--- config.mk ---
export PLATFORM = sky130hd
export DESIGN_NAME = alu_req_arb
export DESIGN_NICKNAME = d
export VERILOG_FILES = /design/src/rtl/alu_req_arb_pkg.sv /design/src/rtl/alu_req_arb_rr_arbiter.sv /design/src/rtl/alu_req_arb.sv
export SDC_FILE = /design/constraint.sdc
export NUM_CORES = 1
export LEC_CHECK = 0
export CORE_AREA = 2 2 137 139
export DETAILED_ROUTE_END_ITERATION = 10
export DIE_AREA = 0 0 139 141
export PLACE_DENSITY = 0.69
export SETUP_SLACK_MARGIN = 0.15
export SYNTH_ARGS = -nofsm -noshare
export SYNTH_HDL_FRONTEND = slang
export SYNTH_SLANG_ARGS = --single-unit
--- constraint.sdc ---
create_clock -name clk -period 5.7 [get_ports clk]
set_input_delay 0.855 -clock clk [delete_from_list [all_inputs] [get_ports clk]]
set_output_delay 0.855 -clock clk [all_outputs]
set_load 0.01 [all_outputs]
--- src/rtl/alu_req_arb_pkg.sv ---
`default_nettype none
// ============================================================================
// Module : alu_req_arb_pkg
// Brief  : Shared sizing helpers for the ALU request arbiter and its pick logic.
// Rev    : 1.0  initial release
// ============================================================================
package alu_req_arb_pkg;

  // Index width that never collapses to zero bits, even for a single entry.
  function automatic int calc_bits(input int n);
    return (n > 1) ? $clog2(n) : 1;
  endfunction

endpackage
`default_nettype wire

--- src/rtl/alu_req_arb_rr_arbiter.sv ---
`default_nettype none
// ============================================================================
// Module : rr_arbiter
// Brief  : Combinational round-robin pick: first eligible index at or after rr_ptr.
// Rev    : 1.0  initial release
// ============================================================================
module rr_arbiter #(
  parameter int NUM_REQS = 4,
  parameter int REQ_BITS = 2
) (
  input  logic [NUM_REQS-1:0] elig,
  input  logic [REQ_BITS-1:0] rr_ptr,
  output logic [REQ_BITS-1:0] winner,
  output logic                any
);

  logic [2*NUM_REQS-1:0] w_dbl;
  logic [2*NUM_REQS-1:0] w_shift;
  logic [NUM_REQS-1:0]   w_rot;
  int                    w_off;
  int                    w_sum;

  // Rotating a doubled copy puts rr_ptr at bit 0, so wrap-around becomes a plain priority scan.
  assign w_dbl   = {elig, elig};
  assign w_shift = w_dbl >> rr_ptr;
  assign w_rot   = w_shift[NUM_REQS-1:0];
  assign any     = |elig;

  always_comb begin
    w_off = 0;
    for (int i = NUM_REQS - 1; i >= 0; i--) begin
      if (w_rot[i]) w_off = i;
    end
    w_sum = int'(rr_ptr) + w_off;
    if (w_sum >= NUM_REQS) w_sum = w_sum - NUM_REQS;
    winner = REQ_BITS'(w_sum);
  end

endmodule
`default_nettype wire

--- src/rtl/alu_req_arb.sv ---
`default_nettype none
// ============================================================================
// Module : alu_req_arb
// Brief  : Round-robin share of one ALU execute port with per-warp branch serialization.
// Rev    : 1.0  initial release
// ============================================================================
module alu_req_arb
  import alu_req_arb_pkg::*;
#(
  parameter int NUM_REQS  = 4,
  parameter int NUM_WARPS = 4,
  parameter int DATAW     = 64,
  localparam int REQ_BITS = calc_bits(NUM_REQS),
  localparam int NW_BITS  = calc_bits(NUM_WARPS)
) (
  input  logic                               clk,
  input  logic                               reset,
  input  logic [NUM_REQS-1:0]                req_valid,
  input  logic [NUM_REQS-1:0][DATAW-1:0]     req_data,
  input  logic [NUM_REQS-1:0][NW_BITS-1:0]   req_wid,
  input  logic [NUM_REQS-1:0]                req_is_br,
  output logic [NUM_REQS-1:0]                req_ready,
  output logic                               out_valid,
  output logic [DATAW-1:0]                   out_data,
  output logic [NW_BITS-1:0]                 out_wid,
  output logic [REQ_BITS-1:0]                out_sel,
  input  logic                               out_ready,
  input  logic                               br_valid,
  input  logic [NW_BITS-1:0]                 br_wid,
  output logic [NUM_WARPS-1:0]               br_pending
);

  typedef struct packed {
    logic [DATAW-1:0]   data;
    logic [NW_BITS-1:0] wid;
    logic               is_br;
  } alu_arb_req_t;

  logic                 r_out_valid;
  logic [DATAW-1:0]     r_out_data;
  logic [NW_BITS-1:0]   r_out_wid;
  logic [REQ_BITS-1:0]  r_out_sel;
  logic [REQ_BITS-1:0]  r_rr_ptr;
  logic [NUM_WARPS-1:0] r_br_pending;

  logic [NUM_REQS-1:0]  w_elig;
  logic [REQ_BITS-1:0]  w_winner;
  logic                 w_any;
  logic                 w_load;
  logic                 w_fire;
  alu_arb_req_t         w_sel_req;
  logic [REQ_BITS-1:0]  w_ptr_next;
  logic [NUM_WARPS-1:0] w_pend_next;
  logic                 w_br_collide;

  // Eligibility looks only at the registered pending mask; a same-cycle br_valid is not bypassed.
  always_comb begin
    w_elig = '0;
    for (int i = 0; i < NUM_REQS; i++) begin
      w_elig[i] = req_valid[i];
      for (int w = 0; w < NUM_WARPS; w++) begin
        if (req_wid[i] == NW_BITS'(w) && r_br_pending[w]) w_elig[i] = 1'b0;
      end
    end
  end

  rr_arbiter #(
    .NUM_REQS (NUM_REQS),
    .REQ_BITS (REQ_BITS)
  ) u_rr_arbiter (
    .elig   (w_elig),
    .rr_ptr (r_rr_ptr),
    .winner (w_winner),
    .any    (w_any)
  );

  assign w_load = ~r_out_valid | out_ready;
  assign w_fire = w_load & w_any & ~reset;

  always_comb begin
    req_ready = '0;
    if (w_fire) req_ready[w_winner] = 1'b1;
  end

  assign w_sel_req.data  = req_data[w_winner];
  assign w_sel_req.wid   = req_wid[w_winner];
  assign w_sel_req.is_br = req_is_br[w_winner];

  assign w_ptr_next = (w_winner == REQ_BITS'(NUM_REQS - 1)) ? '0 : w_winner + 1'b1;

  // Clear first, then set, so a set on the same warp wins.
  always_comb begin
    w_pend_next = r_br_pending;
    if (br_valid) begin
      for (int w = 0; w < NUM_WARPS; w++) begin
        if (br_wid == NW_BITS'(w)) w_pend_next[w] = 1'b0;
      end
    end
    if (w_fire && w_sel_req.is_br) begin
      for (int w = 0; w < NUM_WARPS; w++) begin
        if (w_sel_req.wid == NW_BITS'(w)) w_pend_next[w] = 1'b1;
      end
    end
  end

  always_ff @(posedge clk or posedge reset) begin
    if (reset) begin
      r_out_valid  <= 1'b0;
      r_out_data   <= '0;
      r_out_wid    <= '0;
      r_out_sel    <= '0;
      r_rr_ptr     <= '0;
      r_br_pending <= '0;
    end else begin
      if (w_fire) begin
        r_out_valid <= 1'b1;
        r_out_data  <= w_sel_req.data;
        r_out_wid   <= w_sel_req.wid;
        r_out_sel   <= w_winner;
        r_rr_ptr    <= w_ptr_next;
      end else if (out_ready) begin
        r_out_valid <= 1'b0;
      end
      r_br_pending <= w_pend_next;
    end
  end

  assign out_valid  = r_out_valid;
  assign out_data   = r_out_data;
  assign out_wid    = r_out_wid;
  assign out_sel    = r_out_sel;
  assign br_pending = r_br_pending;

  // A branch cannot resolve in the same cycle its own warp issues another branch.
  assign w_br_collide = w_fire & w_sel_req.is_br & br_valid & (br_wid == w_sel_req.wid);

  a_no_br_collide : assert property (@(posedge clk) disable iff (reset) !w_br_collide);

endmodule
`default_nettype wire

==> flow_metrics.tcl, run 1 <==
set metrics [dict create \
    outcome "completed" \
    clk_latency_ns 0.34 \
    synth_edf_count 0 \
    grt_pass1_vias 4928 \
    clkPwrFrac_pct 11.3 \
    ant_nets 0 \
    cts.repair_timing.setup_buffer_count 0 \
    synth_nets 608 \
    yosysWarnings 0 \
    place_hpwl_mm 15.5 \
    syn2layout_area_growth_pct 80.7 \
    root_buffer "clkbuf_16" \
    crit_path_start "req_wid[6]" \
    cp-end-kind "output port" \
    drt-met1-wl_mm 7.23 \
    die_w_um 139 \
    share_comb_of_total_power_pct 68.9 \
    grt_pass1_wl_mm 28.4 \
    synth_flop_cell "dfrtp_1" \
    synth_xor_area_share_pct 0.550 \
    cp.required_ns 4.85 \
    drtIter0Drc 156 \
    clk_pin_slew_ns 0.06 \
    switching_share_pct 36.2 \
    hold_slack_ns 0.488 \
    worstSetupPathType "in2out" \
    drt-wirelength-per-cell_um 20.6 \
    power.density_nw_per_um2 549 \
    drv_cap 0 \
    worst_path_max_delay_cell "mux4_2" \
    rows 50 \
    grt_use_total_pct 18.8 \
    cts_resized 0 \
    layout_min_cycle_time_ns 5.11 \
    drt-total-wl_mm 18.9 \
    io_buffers 354 \
    antenna_found_initial 0 \
    final_layout_size_suffix_gt1_share_pct 23.5 \
    synth_cells 326 \
    finalHoldViolCount 0 \
    p_int_uw 3170 \
    hold_path_class "reg2reg" \
    synth_compound_area_share_pct 5.30 \
    clock_skew_ns 0.00772 \
    top_layer_used "met4" \
    grt_overflow 0 \
    fin_nets 955 \
    grt_setup_unrepaired "false" \
    fin_area_um2 9040 \
    yosysSeqAreaShare_pct 37.5 \
    placed_area_um2 8750 \
    setup_viol 0 \
    ioPinCount 355 \
    cp.arrival_ns 4.25 \
    r2r-start "br_pending[3]$_DFF_PP0_" \
    fin_crit_sh_pct 89.6 \
    cts_htree_levels 3 \
    setup_ws_ns 0.593 \
    clock-sinks 75 \
    switchingPower_uw 1800 \
    via_per_inst 4.97 \
    gp_congestion 0.852 \
    drc 0 \
    syn_avg_cell_area_um2 15.3 \
    dieHeight_um 141 \
    initial_core_util_pct 27.4 \
    min_from "out_wid[1]$_DFFE_PP0P_" \
    numCtsBuffers 9 \
    drv_slew 0 \
    cts_tree "built" \
    max-slew-margin-rel_pct 53.8 \
    peakVddDrop_mv 0.480 \
    met2_length_mm 10.2 \
    core_area_um2 18300 \
    async_reset_ff_share_pct 100 \
    crit_top_cell "clkdlybuf4s50_1" \
    fmax_mhz 196 \
    cp_cell_sequence "clkdlybuf4s50_1, mux4_2, nand2b_1, o311ai_0, o21ai_0, nand3_1, ha_4, xor2_4, inv_4, ha_1, and2_1, clkdlybuf4s50_1" \
    hold_buffers 0 \
    firstDrtPassIters 4 \
    final_util_pct 49.5 \
    start_kind "primary input" \
    synth-seq-cells 75 \
    cts_buffer_depth 2 \
    synth_fa_ha_area_share_pct 1.23 \
    seq_power_share_pct 19.8 \
    yosys.area_share.simple_pct 3.75 \
    synth_cell_type_count 43 \
    syn_area_um2 5000 \
    leakage_uw 0.00345 \
    dieArea_um2 19600 \
    wl_met3_mm 1.19 \
    pre_cts_slack_ns 0.619 \
    ff2ff_setup_slack_ns 1.74 \
    tns_ns 0 \
    max_slew.worst_pin.slew_ns 0.693 \
    critPathMaxStageDelay_ns 0.55 \
    vias 4539 \
    grt_max_degree 40 \
    synthMuxAreaShare_pct 47.3 \
    synth_top_family_by_area "multiplexers" \
    path_max_fanout 7 \
]
cells in the mapped netlist (all sizes together), types with 2 or more instances:
library cell / count / area (um^2)
a21oi: 5 / 25.0
a221o: 2 / 20.0
a221oi: 2 / 23.8
and2: 3 / 18.8
buf: 11 / 111
clkbuf: 14 / 52.6
dfrtp: 75 / 1880
ha: 4 / 50.1
inv: 13 / 51.3
mux2: 65 / 732
mux2i: 3 / 30.0
mux4: 70 / 1610
nand2: 13 / 56.3
nand2b: 4 / 32.5
nand3: 6 / 30.0
nor2: 5 / 21.3
nor3: 2 / 10.0
o2111ai: 2 / 17.5
o21ai: 9 / 45.0
o31ai: 6 / 45.0
routing by layer:
layer | vias to the layer above | track usage [%]
met5 | - | 0
met4 | 0 | 4.78
met3 | 17 | 5.23
met2 | 200 | 34.1
met1 | 2312 | 22.0
li1 | 2010 | -
logic make-up after synthesis:
logic type	Yosys count
buf+inv	38
xor+xnor	1
compound gates	33
simple gates	36
flops	75
fa+ha+maj	5
mux	138
power groups by stage:
stage	Clock, uW	Combinational [uW]	Sequential (uW)
detailed placement	0	3460	991
CTS	580	3480	985
global route	604	3660	1020
finish	563	3420	981
floorplan	0	2260	1080
global placement	0	3390	980
stage by stage:
stage	std cells	total power (uW)
after floorplan	326	3340
after global placement	896	4370
after detailed placement	896	4460
after CTS	912	5040
after global routing	912	5280
final	913	4960
state kept, by name, indices dropped and copies added, names as in the netlist:
register    count
out_valid       1
r_rr_ptr        2
br_pending      4
out_data       64
out_wid         2
out_sel         2
critical path, delay by kind of cell:
kind,cells,cell delay [ns]
buffers and inverters,3,1.05
multiplexers,1,0.55
AND/OR/NAND/NOR,3,0.55
AO/OA/AOI/OAI,2,0.51
adder cells (fa/ha/maj),2,0.44
XOR/XNOR,1,0.29
worst paths after layout:
kind | cells past startpoint | to
worst max-delay path | 12 | req_ready[3]
worst min-delay path | 2 | out_wid[1]$_DFFE_PP0P_
worst max register to register | 14 | br_pending[1]$_DFF_PP0_
worst min register to register | 2 | out_wid[1]$_DFFE_PP0P_
max in group asynchronous | 3 | out_data[2]$_DFFE_PP0P_
min in group asynchronous | 2 | out_valid$_DFFE_PP0P_
layout make-up:
type / instances / area (um^2)
Fill cell: 1593 / 9230
Timing Repair Buffer: 361 / 3600
Multi-Input combinational cell: 213 / 2930
Sequential cell: 75 / 1880
Tap cell: 234 / 293
Clock buffer: 11 / 233
Clock inverter: 5 / 53.8
Inverter: 13 / 52.6
Antenna cell: 1 / 2.50
cells in the final DEF (no fill, tap or decap), drive strengths merged, types with 2 or more instances in the layout:
cell	synthesis	layout
a221oi	2	2
a21oi	5	5
nand2b	4	4
o21ai	9	9
buf	11	7
ha	4	4
and2	3	3
nor3	2	2
clkdlybuf4s50	0	354
clkbuf	14	11
o31ai	6	6
nand2	13	13
inv	13	12
mux2i	3	3
o2111ai	2	2
nor2	5	5
mux2	65	65
mux4	70	70
dfrtp	75	75
nand3	6	6
a221o	2	2
clkinv	0	5
Power figures use the tool's default switching activity.
==> inputs of run 2 (changes only) <==
- CORE_AREA: 2 2 137 139 -> 2 2 136 138
- DIE_AREA: 0 0 139 141 -> 0 0 138 140
- PLACE_DENSITY: 0.69 -> 0.7
- clock period: 5.7 -> 5.45 ns (I/O delays scaled with it)
==> run 2 against run 1 <==
Compared with the run above: sequential share of layout area about the same; critical path depth did not move; total power grew 3.9%; global-route usage increased by 0.10 points; routed wire length is 2.5% lower; via count fell by 1.2%; clock skew up 0.00096 ns; worst hold slack improved by 0.0052 ns; setup slack got worse by 0.087 ns; die area fell by 1.4%; core utilization grew 1.3 points; design area decreased by 0.15%; largest power group unchanged; highest routed layer unchanged.
==> flow_metrics.tcl, run 2 (synthesis results as in run 1) <==
set metrics [dict create \
    largest_reg_flops 64 \
    clock_skew_ns 0.00868 \
    die_w_um 138 \
    multi_input_area_um2 2930 \
    gp_congestion 0.865 \
    setup_viol 0 \
    finalHoldViolCount 0 \
    hold_path_class "reg2reg" \
    rows 49 \
    hold_buffers 0 \
    start_kind "primary input" \
    final_layout_size_suffix_gt1_share_pct 23.6 \
    firstDrtPassIters 4 \
    grt_use_total_pct 18.9 \
    dieHeight_um 140 \
    p_int_uw 3290 \
    tns_ns 0 \
    peakVddDrop_mv 0.555 \
    seqCellArea_um2 1880 \
    fill_cells 1519 \
    drt-total-wl_mm 18.4 \
    pre_cts_slack_ns 0.499 \
    max-slew-margin-rel_pct 53.5 \
    cts_buffer_depth 2 \
    layout_min_cycle_time_ns 4.94 \
    final_common_cell "clkdlybuf4s50_1" \
    core_area_um2 17800 \
    cts_resized 0 \
    grt_pass1_vias 4983 \
    cp-end-kind "output port" \
    switching_share_pct 36.2 \
    share_comb_of_total_power_pct 69.1 \
    ioPinCount 355 \
    outcome "completed" \
    drv_cap 0 \
    grt_setup_unrepaired "false" \
    final_cells 907 \
    cts_tree "built" \
    drv_slew 0 \
    grt_overflow 0 \
    most-common-layout-cells "clkdlybuf4s50_1 (354), dfrtp_1 (75), mux2_2 (64), mux4_2 (62), nand2_1 (12)" \
    cp.arrival_ns 4.13 \
    cts.repair_timing.setup_buffer_count 0 \
    cp.required_ns 4.63 \
    insertedDiodeCount 0 \
    antenna_found_initial 0 \
    fmax_mhz 202 \
    grt_max_degree 39 \
    root_buffer "clkbuf_16" \
    drt-wirelength-per-cell_um 20.3 \
    worstSetupPathType "in2out" \
    power.density_nw_per_um2 571 \
    fin_nets 955 \
    max_slew.worst_pin.slew_ns 0.697 \
    clkPwrFrac_pct 11.0 \
    drtIter0Drc 144 \
    p_total_uw 5150 \
    placed_cells 891 \
    leakage_uw 0.00344 \
    dieArea_um2 19300 \
    hold_depth 2 \
    clock-sinks 75 \
    grt_pass1_wl_mm 28.5 \
    seq_power_share_pct 19.9 \
    initial_core_util_pct 28.1 \
    drc 0 \
    clk_pin_slew_ns 0.06 \
    path_max_fanout 7 \
    io_buffers 354 \
    fin_crit_sh_pct 90.7 \
    setup_ws_ns 0.506 \
    syn2layout_area_growth_pct 80.5 \
    clk_latency_ns 0.33 \
    rr_worst_depth 14 \
    switchingPower_uw 1870 \
    ant_nets 0 \
    numCtsBuffers 9 \
    place_hpwl_mm 15.3 \
    cts_htree_levels 3 \
    via_per_inst 4.94 \
    vias 4483 \
    final_util_pct 50.8 \
]
run 2: cell types whose count changed in the layout (fill, tap and decap cells not counted), sizes merged:
cell,before,now
clkinvlp,0,2
clkbuf,11,12
clkinv,5,3
bufinv,1,0
diode,1,0
run 2: worst paths after layout:
check                                        start                  endpoint  slack [ns]
max                                     req_wid[6]              req_ready[3]        0.51
min                         out_wid[0]$_DFFE_PP0P_    out_wid[0]$_DFFE_PP0P_        0.49
max reg2reg                br_pending[3]$_DFF_PP0_   br_pending[1]$_DFF_PP0_        1.63
min reg2reg                 out_wid[0]$_DFFE_PP0P_    out_wid[0]$_DFFE_PP0P_        0.49
max in group asynchronous                    reset  out_data[32]$_DFFE_PP0P_        3.39
min in group asynchronous                    reset   r_rr_ptr[0]$_DFFE_PP0P_        1.09
run 2: area by class of cell:
type,instances,share of cell area [%]
inverter,13,0.582
tap,229,3.17
clock buffer,12,2.84
sequential,75,20.8
clock inverter,4,0.277
timing repair buffer,361,39.8
multi-input combinational,213,32.5
run 2: worst max-delay path: stages:
cell	delay (ns)
clkdlybuf4s50_1	0.52
mux4_2	0.56
nand2b_1	0.22
o311ai_0	0.30
o21ai_0	0.13
nand3_1	0.17
ha_4	0.22
xor2_4	0.29
inv_4	0.07
ha_1	0.21
and2_1	0.14
clkdlybuf4s50_1	0.47
run 2: per-layer routing:
layer,vias up,wire (um),track usage (%)
li1,2016,-,-
met1,2266,7060,22.1
met2,183,9920,34.2
met3,18,1080,4.58
met4,0,323,5.96
met5,-,0,0
run 2: power groups by stage:
stage,logic (uW),registers [uW],clock network [uW]
floorplan,2370,1130,0
global placement,3540,1020,0
detailed placement,3610,1030,0
CTS,3620,1030,588
global route,3820,1070,612
finish,3560,1020,566
run 2: metrics by stage:
step / area (um^2) / hold WS, ns
floorplan: 5000 / 0.514
global placement: 8750 / 0.475
detailed placement: 8750 / 0.478
CTS: 9030 / 0.499
global route: 9030 / 0.517
finish: 9030 / 0.493
==> inputs of run 3 (changes only) <==
- TNS_END_PERCENT: unset -> 10
==> results of run 3 <==
No change in the layout: final DEF, timing and power equal those of run 2.
